--- config.mk ---
export PLATFORM = sky130hd
export DESIGN_NAME = tl_master_port_flat
export DESIGN_NICKNAME = d
export VERILOG_FILES = /design/src/rtl/tl_master_port_if.sv /design/src/rtl/tl_master_port.sv /design/src/flat_wrapper.sv
export SDC_FILE = /design/constraint.sdc
export NUM_CORES = 1
export LEC_CHECK = 0
export BUFFER_PORTS_ARGS = -buffer_cell sky130_fd_sc_hd__buf_4
export CELL_PAD_IN_SITES_DETAIL_PLACEMENT = 1
export CELL_PAD_IN_SITES_GLOBAL_PLACEMENT = 1
export CORE_MARGIN = 2
export CORE_UTILIZATION = 35
export CTS_BUF_LIST = sky130_fd_sc_hd__clkbuf_2 sky130_fd_sc_hd__clkbuf_4 sky130_fd_sc_hd__clkbuf_8
export DETAILED_ROUTE_END_ITERATION = 8
export PLACE_DENSITY_LB_ADDON = 0.1
export REMOVE_ABC_BUFFERS = 1
export SETUP_SLACK_MARGIN = 0.02
export SLEW_MARGIN = 20
export SYNTH_ARGS = -nofsm -noshare
export SYNTH_HDL_FRONTEND = slang
export SYNTH_SLANG_ARGS = --single-unit
--- constraint.sdc ---
create_clock -name clk -period 2.4 [get_ports clk]
set_input_delay 0.36 -clock clk [delete_from_list [all_inputs] [get_ports clk]]
set_output_delay 0.36 -clock clk [all_outputs]
set_load 0.02 [all_outputs]
--- src/rtl/tl_master_port_if.sv ---
// TileLink-UL/UH channel bundle (A and D channels) shared by initiators and responders.
interface tilelink;
  logic        a_valid;
  logic        a_ready;
  logic [2:0]  a_opcode;
  logic [2:0]  a_param;
  logic [2:0]  a_size;
  logic [7:0]  a_source;
  logic [63:0] a_address;
  logic [7:0]  a_mask;
  logic [63:0] a_data;
  logic        a_corrupt;

  logic        d_valid;
  logic        d_ready;
  logic [2:0]  d_opcode;
  logic [1:0]  d_param;
  logic [2:0]  d_size;
  logic [7:0]  d_source;
  logic        d_denied;
  logic [63:0] d_data;
  logic        d_corrupt;

  modport master (
    output a_valid, a_opcode, a_param, a_size, a_source, a_address, a_mask, a_data, a_corrupt,
    input  a_ready,
    input  d_valid, d_opcode, d_param, d_size, d_source, d_denied, d_data, d_corrupt,
    output d_ready
  );

  modport slave (
    input  a_valid, a_opcode, a_param, a_size, a_source, a_address, a_mask, a_data, a_corrupt,
    output a_ready,
    output d_valid, d_opcode, d_param, d_size, d_source, d_denied, d_data, d_corrupt,
    input  d_ready
  );
endinterface

--- src/rtl/tl_master_port.sv ---
// Single-outstanding TileLink initiator: one core request becomes one A beat, the
// matching D beat (or a watchdog timeout) becomes a one-cycle response strobe.
module tl_master_port #(
  parameter logic [7:0]  SRC_ID  = 8'd0,
  parameter int unsigned TIMEOUT = 1024
) (
  input  logic        clk,
  input  logic        rst_n,
  input  logic        req_valid,
  output logic        req_ready,
  input  logic [2:0]  req_op,
  input  logic [2:0]  req_param,
  input  logic [1:0]  req_size,
  input  logic        req_signed,
  input  logic [63:0] req_addr,
  input  logic [63:0] req_wdata,
  output logic        rsp_valid,
  output logic [63:0] rsp_data,
  output logic        rsp_denied,
  output logic        rsp_err,
  tilelink.master     bus
);

  localparam logic [2:0] TL_PUT_F      = 3'd0;
  localparam logic [2:0] TL_PUT_P      = 3'd1;
  localparam logic [2:0] TL_ARITH_DATA = 3'd2;
  localparam logic [2:0] TL_LOGIC_DATA = 3'd3;
  localparam logic [2:0] TL_GET        = 3'd4;

  typedef enum logic [1:0] {IDLE, REQ, RESP} state_e;

  state_e      state_q, state_d;
  logic [2:0]  a_opcode_q, a_opcode_d;
  logic [2:0]  a_param_q, a_param_d;
  logic [2:0]  a_size_q, a_size_d;
  logic [7:0]  a_source_q, a_source_d;
  logic [63:0] a_address_q, a_address_d;
  logic [7:0]  a_mask_q, a_mask_d;
  logic [63:0] a_data_q, a_data_d;
  logic        store_q, store_d;
  logic        signed_q, signed_d;
  logic [31:0] cnt_q, cnt_d;
  logic        rsp_valid_q, rsp_valid_d;
  logic        rsp_err_q, rsp_err_d;
  logic        rsp_denied_q, rsp_denied_d;
  logic [63:0] rsp_data_q, rsp_data_d;

  logic        accept;
  logic        beat_ok;
  logic        timeout_hit;
  logic [63:0] ext_data;

  assign accept      = (state_q == IDLE) && req_valid;
  assign beat_ok     = (state_q == RESP) && bus.d_valid && (bus.d_source == SRC_ID);
  // A beat arriving in the expiry cycle takes priority over the timeout.
  assign timeout_hit = (TIMEOUT != 0) && (state_q == RESP) && !beat_ok &&
                       (cnt_q == 32'(TIMEOUT - 1));

  always_ff @(posedge clk or negedge rst_n) begin
    if (!rst_n) state_q <= IDLE;
    else        state_q <= state_d;
  end

  always_comb begin
    state_d = state_q;
    unique case (state_q)
      IDLE:    if (req_valid) state_d = REQ;
      REQ:     if (bus.a_ready) state_d = RESP;
      RESP:    if (beat_ok || timeout_hit) state_d = IDLE;
      default: state_d = IDLE;
    endcase
  end

  always_comb begin
    req_ready   = (state_q == IDLE);
    bus.a_valid = (state_q == REQ);
    bus.d_ready = (state_q == RESP);
  end

  // Extension uses the size/signedness captured at request time, not d_size.
  always_comb begin
    ext_data = '0;
    unique case (a_size_q[1:0])
      2'd0: ext_data = {{56{signed_q & bus.d_data[7]}},  bus.d_data[7:0]};
      2'd1: ext_data = {{48{signed_q & bus.d_data[15]}}, bus.d_data[15:0]};
      2'd2: ext_data = {{32{signed_q & bus.d_data[31]}}, bus.d_data[31:0]};
      default: ext_data = bus.d_data;
    endcase
  end

  always_comb begin
    a_opcode_d   = a_opcode_q;
    a_param_d    = a_param_q;
    a_size_d     = a_size_q;
    a_source_d   = a_source_q;
    a_address_d  = a_address_q;
    a_mask_d     = a_mask_q;
    a_data_d     = a_data_q;
    store_d      = store_q;
    signed_d     = signed_q;
    cnt_d        = cnt_q;
    rsp_valid_d  = 1'b0;
    rsp_err_d    = rsp_err_q;
    rsp_denied_d = rsp_denied_q;
    rsp_data_d   = rsp_data_q;

    if (accept) begin
      unique case (req_op)
        3'd1:    a_opcode_d = (req_size == 2'd3) ? TL_PUT_F : TL_PUT_P;
        3'd2:    a_opcode_d = TL_ARITH_DATA;
        3'd3:    a_opcode_d = TL_LOGIC_DATA;
        default: a_opcode_d = TL_GET;
      endcase
      a_param_d   = (req_op == 3'd2 || req_op == 3'd3) ? req_param : '0;
      a_size_d    = {1'b0, req_size};
      a_source_d  = SRC_ID;
      a_address_d = req_addr;
      a_data_d    = req_wdata;
      unique case (req_size)
        2'd0:    a_mask_d = 8'h01;
        2'd1:    a_mask_d = 8'h03;
        2'd2:    a_mask_d = 8'h0F;
        default: a_mask_d = 8'hFF;
      endcase
      store_d  = (req_op == 3'd1);
      signed_d = req_signed;
    end

    if (state_q == REQ) cnt_d = '0;
    else if (state_q == RESP && !beat_ok) cnt_d = cnt_q + 32'd1;

    if (beat_ok) begin
      rsp_valid_d  = 1'b1;
      rsp_err_d    = 1'b0;
      rsp_denied_d = bus.d_denied;
      rsp_data_d   = store_q ? '0 : ext_data;
    end else if (timeout_hit) begin
      rsp_valid_d  = 1'b1;
      rsp_err_d    = 1'b1;
      rsp_denied_d = 1'b0;
      rsp_data_d   = '0;
    end
  end

  always_ff @(posedge clk or negedge rst_n) begin
    if (!rst_n) begin
      a_opcode_q   <= '0;
      a_param_q    <= '0;
      a_size_q     <= '0;
      a_source_q   <= '0;
      a_address_q  <= '0;
      a_mask_q     <= '0;
      a_data_q     <= '0;
      store_q      <= 1'b0;
      signed_q     <= 1'b0;
      cnt_q        <= '0;
      rsp_valid_q  <= 1'b0;
      rsp_err_q    <= 1'b0;
      rsp_denied_q <= 1'b0;
      rsp_data_q   <= '0;
    end else begin
      a_opcode_q   <= a_opcode_d;
      a_param_q    <= a_param_d;
      a_size_q     <= a_size_d;
      a_source_q   <= a_source_d;
      a_address_q  <= a_address_d;
      a_mask_q     <= a_mask_d;
      a_data_q     <= a_data_d;
      store_q      <= store_d;
      signed_q     <= signed_d;
      cnt_q        <= cnt_d;
      rsp_valid_q  <= rsp_valid_d;
      rsp_err_q    <= rsp_err_d;
      rsp_denied_q <= rsp_denied_d;
      rsp_data_q   <= rsp_data_d;
    end
  end

  assign bus.a_opcode  = a_opcode_q;
  assign bus.a_param   = a_param_q;
  assign bus.a_size    = a_size_q;
  assign bus.a_source  = a_source_q;
  assign bus.a_address = a_address_q;
  assign bus.a_mask    = a_mask_q;
  assign bus.a_data    = a_data_q;
  assign bus.a_corrupt = 1'b0;

  assign rsp_valid  = rsp_valid_q;
  assign rsp_err    = rsp_err_q;
  assign rsp_denied = rsp_denied_q;
  assign rsp_data   = rsp_data_q;

endmodule

--- src/flat_wrapper.sv ---
// flat-port wrapper written by rule: the top's interface ports become plain ports
module tl_master_port_flat 
#(
  parameter logic [7:0]  SRC_ID  = 8'd0,
  parameter int unsigned TIMEOUT = 1024
)
  (clk, rst_n, req_valid, req_ready, req_op, req_param, req_size, req_signed, req_addr, req_wdata, rsp_valid, rsp_data, rsp_denied, rsp_err, bus_a_valid, bus_a_opcode, bus_a_param, bus_a_size, bus_a_source, bus_a_address, bus_a_mask, bus_a_data, bus_a_corrupt, bus_a_ready, bus_d_valid, bus_d_opcode, bus_d_param, bus_d_size, bus_d_source, bus_d_denied, bus_d_data, bus_d_corrupt, bus_d_ready);
  tilelink bus_i ();
  input  logic clk;
  input  logic rst_n;
  input  logic req_valid;
  output logic req_ready;
  input  logic [2:0] req_op;
  input  logic [2:0] req_param;
  input  logic [1:0] req_size;
  input  logic req_signed;
  input  logic [63:0] req_addr;
  input  logic [63:0] req_wdata;
  output logic rsp_valid;
  output logic [63:0] rsp_data;
  output logic rsp_denied;
  output logic rsp_err;
  output wire logic [$bits(bus_i.a_valid)-1:0] bus_a_valid;
  output wire logic [$bits(bus_i.a_opcode)-1:0] bus_a_opcode;
  output wire logic [$bits(bus_i.a_param)-1:0] bus_a_param;
  output wire logic [$bits(bus_i.a_size)-1:0] bus_a_size;
  output wire logic [$bits(bus_i.a_source)-1:0] bus_a_source;
  output wire logic [$bits(bus_i.a_address)-1:0] bus_a_address;
  output wire logic [$bits(bus_i.a_mask)-1:0] bus_a_mask;
  output wire logic [$bits(bus_i.a_data)-1:0] bus_a_data;
  output wire logic [$bits(bus_i.a_corrupt)-1:0] bus_a_corrupt;
  input wire logic [$bits(bus_i.a_ready)-1:0] bus_a_ready;
  input wire logic [$bits(bus_i.d_valid)-1:0] bus_d_valid;
  input wire logic [$bits(bus_i.d_opcode)-1:0] bus_d_opcode;
  input wire logic [$bits(bus_i.d_param)-1:0] bus_d_param;
  input wire logic [$bits(bus_i.d_size)-1:0] bus_d_size;
  input wire logic [$bits(bus_i.d_source)-1:0] bus_d_source;
  input wire logic [$bits(bus_i.d_denied)-1:0] bus_d_denied;
  input wire logic [$bits(bus_i.d_data)-1:0] bus_d_data;
  input wire logic [$bits(bus_i.d_corrupt)-1:0] bus_d_corrupt;
  output wire logic [$bits(bus_i.d_ready)-1:0] bus_d_ready;
  assign bus_a_valid = bus_i.a_valid;
  assign bus_a_opcode = bus_i.a_opcode;
  assign bus_a_param = bus_i.a_param;
  assign bus_a_size = bus_i.a_size;
  assign bus_a_source = bus_i.a_source;
  assign bus_a_address = bus_i.a_address;
  assign bus_a_mask = bus_i.a_mask;
  assign bus_a_data = bus_i.a_data;
  assign bus_a_corrupt = bus_i.a_corrupt;
  assign bus_i.a_ready = bus_a_ready;
  assign bus_i.d_valid = bus_d_valid;
  assign bus_i.d_opcode = bus_d_opcode;
  assign bus_i.d_param = bus_d_param;
  assign bus_i.d_size = bus_d_size;
  assign bus_i.d_source = bus_d_source;
  assign bus_i.d_denied = bus_d_denied;
  assign bus_i.d_data = bus_d_data;
  assign bus_i.d_corrupt = bus_d_corrupt;
  assign bus_d_ready = bus_i.d_ready;
  tl_master_port #(.SRC_ID(SRC_ID), .TIMEOUT(TIMEOUT)) u_core (.clk(clk), .rst_n(rst_n), .req_valid(req_valid), .req_ready(req_ready), .req_op(req_op), .req_param(req_param), .req_size(req_size), .req_signed(req_signed), .req_addr(req_addr), .req_wdata(req_wdata), .rsp_valid(rsp_valid), .rsp_data(rsp_data), .rsp_denied(rsp_denied), .rsp_err(rsp_err), .bus(bus_i));
endmodule
After elaboration in Yosys (flattened, before gate mapping):

Cells that the tools add are included.

* register bits after elaboration: 247

* $add $sub $neg: 1
* reductions and logical operators: 15
* equal/unequal tests: 14
* bitwise gates (word level): 3
* mux-type cells: 20

Operators with widths (number)
* 64-bit two-way mux: 3
* 64-bit one-hot mux with 3 select lines: 1
* 32-bit two-way mux: 2
* 32-bit by 1-bit adder with 32-bit output, second input constant: 1
* 32-bit by 10-bit equality test with 1-bit output, second input constant: 1
* 8-bit one-hot mux with 3 select lines: 1
* 3-bit one-hot mux with 3 select lines: 1
* 2-bit equality test, second input constant: 4
* 8-bit logical NOT: 1
* 1-bit two-way mux: 7
* 2-bit by 1-bit equality test with 1-bit output, second input constant: 3
* 3-bit by 2-bit equality test with 1-bit output, second input constant: 2
* 2-bit logical NOT: 3
* 2-bit two-way mux: 3
* 2-bit one-hot mux with 3 select lines: 1
* 1-bit logical AND: 5
* 2-bit by 1-bit inequality test with 1-bit output, second input constant: 2
* 2-bit nonzero test: 2
* 1-bit bitwise AND: 3
* 3-bit by 1-bit equality test with 1-bit output, second input constant: 1
* 3-bit two-way mux: 1
* 3-bit AND reduction: 1
* 1-bit logical OR: 2
* 2-bit inequality test, second input constant: 1
* 1-bit logical NOT: 1

Depth between registers and ports, before layout:

Gate-level depths: netlist (run 1).

* depth in word-level cells: 9
* depth in mapped cells: 8

Worst setup path before layout (run 1):

OpenSTA, ideal clock, no wires.

* kind: input-to-reg
* start point: input port bus_d_source[5]
* end point: register u_core.rsp_data_q[22] (netlist: u_core.rsp_data[22])
* stages: 7
* path buffers: 2
* data arrival time: 2.099 ns
* data required time: 2.336 ns
* setup time: 0.064 ns
* setup slack: 0.237 ns
* cells stage by stage: or4_4 > or3_4 > or3_1 > buf_2 > buf_6 > nor3_2 > a21o_1

* cells in the longest elaborated chain, start to end: 6

RTL lines
* start: declaration: RTL line flat_wrapper.sv:37 `input wire logic [$bits(bus_i.d_source)-1:0] bus_d_source;`
* 8-bit logical NOT *: RTL line tl_master_port.sv:54 `assign beat_ok = (state_q == RESP) && bus.d_valid && (bus.d_source == SRC_ID);`
* 1-bit logical AND *: RTL line tl_master_port.sv:54
* 1-bit logical NOT: RTL line tl_master_port.sv:56 `assign timeout_hit = (TIMEOUT != 0) && (state_q == RESP) && !beat_ok &&`
* 1-bit logical AND (2 in a row): RTL line tl_master_port.sv:56
* 2-bit nonzero test (no source line)
* end signal: assignment: RTL line tl_master_port.sv:175 `rsp_data_q <= rsp_data_d;`
* end: declaration: RTL line tl_master_port.sv:46 `logic [63:0] rsp_data_q, rsp_data_d;`

Mark *: on every way between the ends. The rest lies on a longest branch, timed or not.
A chain may end at the register's enable or synchronous reset.

Final worst setup path (run 1):

* start point: register u_core.cnt_q[0]
* end point: register u_core.rsp_data_q[13] (netlist: u_core.rsp_data[13])

* cells in the longest elaborated chain, start to end: 3

RTL lines
* start: declaration: RTL line tl_master_port.sv:42 `logic [31:0] cnt_q, cnt_d;`
* start signal: assignment: RTL line tl_master_port.sv:171 `cnt_q <= cnt_d;`
* 32-bit by 10-bit equality test with 1-bit output: RTL line tl_master_port.sv:57 `(cnt_q == 32'(TIMEOUT - 1));`
* 1-bit logical AND: RTL line tl_master_port.sv:56
* 2-bit nonzero test (no source line)

Every way passes these cells.

==> flow_summary_export.csv, run 1 <==
group,metric,value,unit
synthesis,synth_seq_cells,243,
place,routabilityCongestion,0.786,
timing,fmax,448,MHz
synthesis,yosysTopAreaCell,"dfrtp_1",
grt,grt_pass1_vias,11000,
setup_path,timing.rr.start,"u_core.cnt_q[0]",
detailed_routing,first_pass_iters,4,
grt,grt_use_total,26.6,%
synthesis,synthTopCellsByCount,"nand2_1 (433), dfrtp_1 (243), clkbuf_1 (52)",
timing,report.final.slew_viol_count,0,
floorplanning,initial_core_util,35.3,%
pwr,pwr-share-seq,34.8,%
timing,rsz0062_at_grt,"false",
setup_path,crit_chain,"ha_1, inv_1, or4_1, nor4_2, buf_4, o21ai_4, buf_12, a22o_1",
synthesis,netlist-cell-type-count,44,
synthesis,synth_top_family_by_area,"simple AND/OR/NAND/NOR gates",
detailed_routing,ant_nets,0,
floorplanning,die_w,173,um
clock_network,cts_tree,"yes",
final_layout,syn2layout_area_growth,60.5,%
setup_path,cp_data_required_time,2.83,ns
grt,grt_pass1_wl,62900,um
pwr,power_density,1090,mW/mm^2
place,hpwl,26600,um
setup_path,crit_arrival,2.67,ns
timing,hold_viol_final,0,
pwr,peakVddDrop,722,uV
pwr,internal_power,10.5,mW
setup_path,startpoint_type,"flop",
synthesis,netlist.area_leader.share,60.5,%
synthesis,synthXorXnorAreaFrac,0.698,%
final_layout,nNetsFinal,1857,
clock_network,clock_sinks,243,
detailed_routing,vias,10100,
detailed_routing,drt_iter0_drc,497,
floorplanning,coreArea,0.0285,mm^2
setup_path,timing.rr.end,"u_core.rsp_data[13]",
run,maxCapViolCount,0,
pwr,p_sw_share,40.2,%
clock_network,clk_latency,0.56,ns
setup_path,slowest_delay,0.51,ns
synthesis,ys.flop_type,"dfrtp_1",
setup_path,crit_family,"simple AND/OR/NAND/NOR gates",
outcome,outcome,"completed",
setup_path,rr_worst_depth,8,
synthesis,synth_compound_area_share,10.6,%
place,place_inst,1841,
clock_network,clk_pin_slew,0.06,ns
synthesis,synthMuxAreaShare,0.498,%
clock_network,cts_made_buffers,47,
pwr,switching_power,7.05,mW
floorplanning,die_height,173,um
detailed_routing,drc,0,
timing,setup_viol,0,
clock_network,ctsHtreeMaxLevel,2,
final_layout,instances_no_fill,2049,
floorplanning,boundaryPins,448,
timing,tightestPinTransition,0.502,ns
floorplanning,die_area,0.0301,mm^2
grt,globalRoute.totalOverflow,0,
clock_network,post_cts_buffers,0,
synthesis,yosys_warnings,0,
synthesis,synth_simple_gate_area_share,23.7,%
synthesis,synth.most_common_cell,"nand2_1",
min_path,hold_class,"primary input to flop",
synthesis,synthCells,1057,
detailed_routing,detail_route.wl_per_cell,19.8,um
synthesis,syn_area_per_cell,9.50,um^2
min_path,hp-start,"req_wdata[25]",
setup_path,worstPathMaxFanout,31,
setup_path,r2r_slack,0.17,ns
pwr,pwr-share-clk,24.2,%
pwr,p_leak,8.52,nW
timing,whs,0.0218,ns
final_layout,drive_above_1_share,34.0,%
grt,grt_max_degree,71,
synthesis,syn_area,0.0100,mm^2
clock_network,cts-root-buf,"clkbuf_8",
floorplanning,floorplan.rows,62,
pwr,total_power,17.5,mW
synthesis,synth.area.top_cells,"dfrtp_1 (61%), nand2_1 (16%), o2bb2ai_1 (2.8%)",
min_path,min_to,"u_core.bus.a_data[25]",
detailed_routing,wl,40500,um
synthesis,synthAdderAreaFrac,0.125,%
min_path,min_path_cells,3,
grt,grt_antenna_before_repair,5,
synthesis,ys_seq_area_share,60.5,%
synthesis,async_flop_share,100,%
synthesis,synth-edff-count,0,
setup_path,cp_slowest_cell,"or4_1",
setup_path,critPathBufInv,3,
place,io_buffer_count,428,
clock_network,clockBufferDepth,3,
detailed_routing,vias_per_cell,4.92,
pwr,comb_power_share,40.9,%
setup_path,critPathKind,"flop to flop",
timing,period_share,93.1,%
timing,max_slew_margin,66.5,%
timing,skew,0.0221,ns
timing,finalCriticalPeriod,2.23,ns
setup_path,critPathCaptureType,"flop",
==> layout make-up <==
class | instances | area, um^2
flip-flops and latches | 243 | 6080
fillers | 3221 | 12400
well taps | 384 | 480
multi-input cells | 739 | 3650
clock inverters | 2 | 37.5
clock buffers | 75 | 907
diodes | 5 | 12.5
repair buffers | 594 | 4920
inverters | 7 | 26.3
==> metal layers <==
layer	wire length (um)	part of all wire [%]	GRT usage [%]	vias up
met5	0	0	0	-
met4	2240	5.5	14.1	0
met3	2930	7.2	7.83	128
met2	20400	50	46.3	349
met1	14900	37	29.4	4961
li1	-	-	-	4648
==> kinds of logic after synthesis <==
kind of cell	Yosys count
buf+inv	84
xor+xnor	8
simple gates	569
mux	5
compound gates	146
other cells	1
fa+ha+maj	1
flops	243
==> cells in the final DEF (no fill, tap or decap), drive strengths merged <==
| cell | count |
|---|---|
| a21o | 17 |
| a21oi | 27 |
| a22o | 10 |
| a32o | 9 |
| and2 | 1 |
| and3 | 5 |
| and4 | 1 |
| buf | 468 |
| bufinv | 1 |
| clkbuf | 75 |
| clkinvlp | 1 |
| conb | 10 |
| dfrtp | 243 |
| diode | 5 |
| dlygate4sd3 | 126 |
| ha | 1 |
| inv | 7 |
| mux2i | 5 |
| nand2 | 433 |
| nand2b | 3 |
| nand3 | 22 |
| nand4 | 9 |
| nor2 | 50 |
| nor2b | 1 |
| nor3 | 20 |
| nor3b | 2 |
| nor4 | 11 |
| o2111ai | 1 |
| o211ai | 10 |
| o21ai | 21 |
| o2bb2ai | 32 |
| o311ai | 2 |
| o31ai | 11 |
| o41a | 1 |
| o41ai | 5 |
| or3 | 5 |
| or3b | 1 |
| or4 | 5 |
| xnor2 | 2 |
| xor2 | 6 |
==> state kept, by name, indices dropped and copies added, names as in the netlist, 2 cells and up <==
signal	count
u_core.bus.a_opcode	3
u_core.rsp_data	64
u_core.bus.a_mask	4
u_core.bus.a_address	64
u_core.state_q	2
u_core.bus.a_size	2
u_core.bus.a_param	3
u_core.bus.a_data	64
u_core.cnt_q	32
==> repair_timing <==
action                     CTS  global route
setup endpoints to repair    0            31
hold buffers               126             0
resized for setup            0             1
hold endpoints to repair   169             0
==> how the worst max path moves through the flow <==
stage / slack, ns / startpoint / cells past startpoint / endpoint
finish: 0.17 / u_core.cnt_q[0] / 8 / u_core.rsp_data[13]
global route: 0.04 / u_core.cnt_q[0] / 8 / u_core.rsp_data[14]
CTS: 0.09 / u_core.cnt_q[0] / 8 / u_core.rsp_data[13]
detailed placement: -0.04 / bus_d_source[5] / 7 / u_core.cnt_q[31]
global placement: 0.02 / bus_d_source[5] / 7 / u_core.cnt_q[31]
floorplan: -1.20 / u_core.state_q[1] / 4 / u_core.bus.a_mask[1]
==> power by group through the flow <==
stage / logic, mW / registers (mW) / clock network, mW
after floorplan: 2.03 / 7.46 / 0
after global placement: 6.78 / 6.05 / 0
after detailed placement: 6.91 / 6.11 / 0
after CTS: 7.11 / 6.06 / 4.34
after global routing: 7.72 / 6.26 / 4.54
final: 7.17 / 6.10 / 4.25
==> through the flow <==
step	setup WS [ns]	util (%)	area, um^2	TNS, ns
floorplan	-1.20	-	9720	-214.59
global placement	0.0196	48.8	13900	0
detailed placement	-0.0372	48.8	13900	-0.0372
CTS	0.0883	56.5	16100	0
global route	0.0410	56.6	16100	0
finish	0.166	56.6	16100	0
==> worst reg2reg max path, delay by kind of cell, from the launching register on <==
family / cells / cell delay, ns
flip-flops: 1 / 0.41
buffers and inverters: 3 / 0.49
AO/OA/AOI/OAI: 2 / 0.33
AND/OR/NAND/NOR: 2 / 0.68
adder cells (fa/ha/maj): 1 / 0.22
Note: power is estimated with default switching activity, not from simulation.
==> run 2, diff against run 1 <==
- SETUP_SLACK_MARGIN: 0.02 -> 0.5
==> run 2 against run 1 <==
Net effect: via count increased by 1.7%; hold slack gained 0.0019 ns; first-iteration DRC count up 11%; sequential cell count is the same; utilization is 1.5 points higher; clock skew is 0.0022 ns lower; largest cell class unchanged; largest power group unchanged.
==> flow_summary_export.csv, run 2 (synthesized netlist as in run 1, its figures left out) <==
group,metric,value,unit
detailed_routing,detail_route.wl_per_cell,20.1,um
place,place_inst,1841,
setup_path,crit_arrival,2.62,ns
clock_network,cts_made_buffers,47,
grt,met1_usage,30.1,%
timing,skew,0.0200,ns
timing,fmax,457,MHz
pwr,switching_power,7.14,mW
timing,fin_ws,0.212,ns
detailed_routing,wl,41700,um
pwr,p_sw_share,40.3,%
pwr,pwr-share-seq,34.4,%
final_layout,num-fill-cells,3183,
grt,grt_antenna_before_repair,5,
detailed_routing,vias_per_cell,4.95,
setup_path,startpoint_type,"flop",
clock_network,clock_sinks,243,
grt,use_met3,8.05,%
floorplanning,boundaryPins,448,
clock_network,clockBufferDepth,3,
pwr,pwr-share-clk,24.0,%
final_layout,syn2layout_area_growth,64.8,%
detailed_routing,ant_nets,0,
setup_path,worstPathMaxFanout,34,
grt,grt_pass1_wl,63900,um
setup_path,r2r_slack,0.21,ns
detailed_routing,drc,0,
timing,final.setup.tns,0,ns
place,pre_cts_slack,-0.0372,ns
floorplanning,floorplan.rows,62,
place,hpwl,26600,um
floorplanning,initial_core_util,35.3,%
timing,whs,0.0237,ns
clock_network,cts-root-buf,"clkbuf_8",
run,maxCapViolCount,0,
final_layout,final_common_cell,"buf_4",
floorplanning,die_w,173,um
outcome,outcome,"completed",
pwr,p_leak,8.74,nW
clock_network,clk_latency,0.56,ns
pwr,internal_power,10.6,mW
final_layout,nNetsFinal,1882,
grt,grt_pass1_vias,11000,
setup_path,critPathKind,"flop to flop",
timing,hold_viol_final,0,
timing,report.final.slew_viol_count,0,
detailed_routing,vias,10300,
floorplanning,die_height,173,um
timing,period_share,91.1,%
detailed_routing,drt_iter0_drc,550,
grt,globalRoute.totalOverflow,0,
timing,setup_viol,0,
place,routabilityCongestion,0.786,
clock_network,ctsHtreeMaxLevel,2,
floorplanning,coreArea,0.0285,mm^2
timing,finalCriticalPeriod,2.19,ns
grt,grt_max_degree,71,
final_layout,final_cell_mix,"buf_4 (474), nand2_1 (432), dfrtp_1 (237), dlygate4sd3_1 (125), clkbuf_8 (55)",
setup_path,cp_data_required_time,2.84,ns
min_path,hold_class,"primary input to flop",
final_layout,instances_no_fill,2074,
detailed_routing,first_pass_iters,4,
grt,busiest_layer,"met2",
final_layout,drive_above_1_share,36.8,%
setup_path,critPathCaptureType,"flop",
clock_network,clk_pin_slew,0.06,ns
timing,rsz0062_at_grt,"true",
grt,grt_use_total,27.0,%
pwr,power_density,1070,mW/mm^2
floorplanning,die_area,0.0301,mm^2
clock_network,cts_tree,"yes",
pwr,peakVddDrop,723,uV
place,io_buffer_count,428,
grt,use_met2,47.1,%
pwr,comb_power_share,41.6,%
==> run 2: cell count changes in the layout (fill, tap and decap cells not counted), moves of 2 or more <==
cell | before | now
dfrtp_1 | 243 | 237
buf_4 | 456 | 474
buf_6 | 0 | 5
inv_1 | 7 | 5
nor4_1 | 9 | 1
buf_16 | 0 | 2
dfrtp_2 | 0 | 6
or4_4 | 1 | 4
or4_1 | 4 | 1
nor4_2 | 2 | 5
nor4_4 | 0 | 5
==> run 2: metrics by stage <==
step	util [%]	instance area, um^2	power, mW
after floorplan	-	9720	9.49
after global placement	48.8	13900	12.8
after detailed placement	48.8	13900	13.0
after CTS	57.2	16300	17.6
after global routing	58.1	16600	18.7
final	58.1	16600	17.7
==> run 2: worst max-delay path, cell delays in order, from the launching register on <==
cell and delay [ns]:
dfrtp_2 0.47, nor4_4 0.28, nand4_1 0.26, nor4_4 0.37, buf_4 0.17, o21ai_4 0.09, buf_12 0.20, a22o_1 0.23
==> run 2: worst paths after layout <==
path / cells past startpoint / from / to
setup reg to reg: 7 / u_core.cnt_q[11] / u_core.rsp_data[8]
min in group asynchronous: 2 / rst_n / u_core.cnt_q[3]
hold reg to reg: 2 / u_core.bus.a_opcode[2] / u_core.bus.a_opcode[2]
hold / removal: 3 / req_wdata[19] / u_core.bus.a_data[19]
setup / recovery: 7 / u_core.cnt_q[11] / u_core.rsp_data[8]
max in group asynchronous: 3 / rst_n / u_core.bus.a_size[1]
==> run 2: metal layers <==
layer	up-vias	part of all wire [%]
met5	-	0
met1	5069	37
met4	0	5.2
met3	122	7.1
li1	4703	-
met2	362	51
==> run 2: area by class of cell <==
cell class / count / area (um^2) / share of cell area, %
clock inverters: 2 / 37.5 / 0.227
inverters: 7 / 28.8 / 0.174
repair buffers: 619 / 5180 / 31.3
diodes: 5 / 12.5 / 0.0756
flip-flops and latches: 243 / 6090 / 36.8
clock buffers: 75 / 907 / 5.48
multi-input cells: 739 / 3820 / 23.1
well taps: 384 / 480 / 2.90
==> run 2: power groups by stage <==
stage / Sequential [mW] / Clock [mW] / Combinational, mW
CTS: 6.03 / 4.34 / 7.25
finish: 6.08 / 4.24 / 7.37
global placement: 6.05 / 0 / 6.78
floorplan: 7.46 / 0 / 2.03
global route: 6.23 / 4.54 / 7.92
detailed placement: 6.11 / 0 / 6.91
==> run 2: timing repair <==
action	4_1_cts	5_1_grt
endpoints found under the hold margin	169	0
endpoints found under the setup margin	91	84
gates resized for setup	18	28
hold buffers	125	0
pin swaps	1	11
buffers inserted	9	15
cloned	2	0
==> run 3, diff against run 2 <==
- PLACE_DENSITY: not set -> 0.78
- PLACE_DENSITY_LB_ADDON: 0.1 -> not set
==> run 3 against run 2 <==
Net effect: fmax rose by 1.7%; design area increased by 0.35%; first-iteration DRC count decreased by 4.5%; critical endpoint is now u_core.rsp_data[58]; via count rose by 3.4%; non-clock buffer count up 6; power is 2.9% higher; clock power about the same; setup slack better by 0.036 ns; routed wire length up 11%.
==> flow_summary_export.csv, run 3 (synthesized netlist as in run 1, its figures left out) <==
group,metric,value,unit
timing,max_slew_margin,57.6,%
place,hpwl,26700,um
setup_path,cp_slowest_cell,"or4_4",
min_path,hold_class,"primary input to flop",
detailed_routing,detail_route.wl_per_cell,22.3,um
place,place_inst,1843,
run,maxCapViolCount,0,
setup_path,critPathKind,"flop to flop",
place,routabilityCongestion,0.824,
clock_network,clk_latency,0.56,ns
floorplanning,die_height,173,um
floorplanning,floorplan.rows,62,
clock_network,cts_made_buffers,45,
timing,tightestPinTransition,0.636,ns
clock_network,clock_sinks,243,
detailed_routing,first_pass_iters,6,
place,io_buffer_count,428,
setup_path,slowest_delay,0.52,ns
floorplanning,initial_core_util,35.3,%
setup_path,crit_chain,"nand4_1, or4_4, nor4_4, buf_4, o21ai_4, buf_6, buf_16, o2bb2ai_1",
setup_path,critPathCaptureType,"flop",
detailed_routing,wl,46300,um
place,pre_cts_slack,-0.0316,ns
final_layout,drive_above_1_share,38.2,%
final_layout,final_cell_mix,"buf_4 (494), nand2_1 (429), dfrtp_1 (240), dlygate4sd3_1 (109), clkbuf_8 (57)",
floorplanning,die_w,173,um
final_layout,final_common_cell,"buf_4",
final_layout,syn2layout_area_growth,65.3,%
timing,hold_viol_final,0,
final_layout,instances_no_fill,2078,
setup_path,rr_worst_depth,8,
detailed_routing,ant_nets,0,
min_path,min_path_cells,3,
clock_network,clockBufferDepth,3,
pwr,p_leak,8.81,nW
timing,fin_ws,0.248,ns
outcome,outcome,"completed",
grt,grt_pass1_wl,69200,um
clock_network,ctsHtreeMaxLevel,2,
timing,finalCriticalPeriod,2.15,ns
timing,rsz0062_at_grt,"true",
timing,skew,0.0178,ns
clock_network,clk_pin_slew,0.06,ns
clock_network,cts_tree,"yes",
setup_path,crit_arrival,2.58,ns
grt,grt_use_total,29.5,%
final_layout,final_util,58.3,%
grt,grt_max_degree,74,
timing,whs,0.0235,ns
final_layout,nNetsFinal,1886,
timing,fmax,465,MHz
pwr,peakVddDrop,604,uV
timing,setup_viol,0,
setup_path,cp_data_required_time,2.83,ns
floorplanning,boundaryPins,448,
pwr,power_density,1100,mW/mm^2
clock_network,cts-root-buf,"clkbuf_8",
floorplanning,die_area,0.0301,mm^2
timing,final.setup.tns,0,ns
timing,report.final.slew_viol_count,0,
setup_path,startpoint_type,"flop",
grt,globalRoute.totalOverflow,0,
detailed_routing,vias_per_cell,5.10,
grt,grt_pass1_vias,11800,
grt,grt_antenna_before_repair,3,
floorplanning,coreArea,0.0285,mm^2
setup_path,worstPathMaxFanout,16,
detailed_routing,drc,0,
detailed_routing,vias,10600,
detailed_routing,drt_iter0_drc,525,
timing,period_share,89.6,%
run 3: area by class of cell:
cell class	instances	area [um^2]
clock inverter	2	12.5
clock buffer	73	905
sequential	243	6080
fill	3224	11900
inverter	7	31.3
multi-input combinational	739	3900
antenna	5	12.5
tap	384	480
timing repair buffer	625	5190
run 3: critical path: cells and delay by family, from the launching register on:
| family | cells | cell delay, ns |
|---|---|---|
| DFF | 1 | 0.35 |
| AOI/OAI and AO/OA | 2 | 0.24 |
| buffers and inverters | 3 | 0.47 |
| and+or+nand+nor | 3 | 0.96 |
run 3: repair_timing:
action,4_1_cts,5_1_grt
cloned,2,1
resized for setup,22,43
hold buffers,109,0
pin swaps,20,22
buffers inserted,22,21
endpoints found under the setup margin,82,94
hold endpoints to repair,176,0
run 3: path summary, 6_finish.rpt:
check,start,end,slack (ns)
worst max-delay path,u_core.cnt_q[3],u_core.rsp_data[58],0.25
max in group asynchronous,rst_n,u_core.rsp_data[21],1.18
worst max register to register,u_core.cnt_q[3],u_core.rsp_data[58],0.25
worst min-delay path,req_wdata[30],u_core.bus.a_data[30],0.02
worst min register to register,u_core.bus.a_mask[0],u_core.bus.a_mask[0],0.47
min in group asynchronous,rst_n,u_core.bus.a_data[19],0.36
run 3: power breakdown:
group	switching, mW	internal [mW]
clock	1.85	2.36
combinational	4.89	2.90
sequential	0.914	5.29
run 3: per-stage QoR:
step	area [um^2]	total power, mW
finish	16600	18.2
global route	16600	19.0
floorplan	9720	9.49
CTS	16200	17.5
detailed placement	13900	13.0
global placement	13900	12.8
run 3: per-layer routing:
metal	GRT usage, %	vias up	share of wire (%)
li1	-	4696	-
met1	31.6	5361	36
met2	53.8	405	53
met3	6.89	141	5.7
met4	15.7	0	5.5
met5	0	-	0
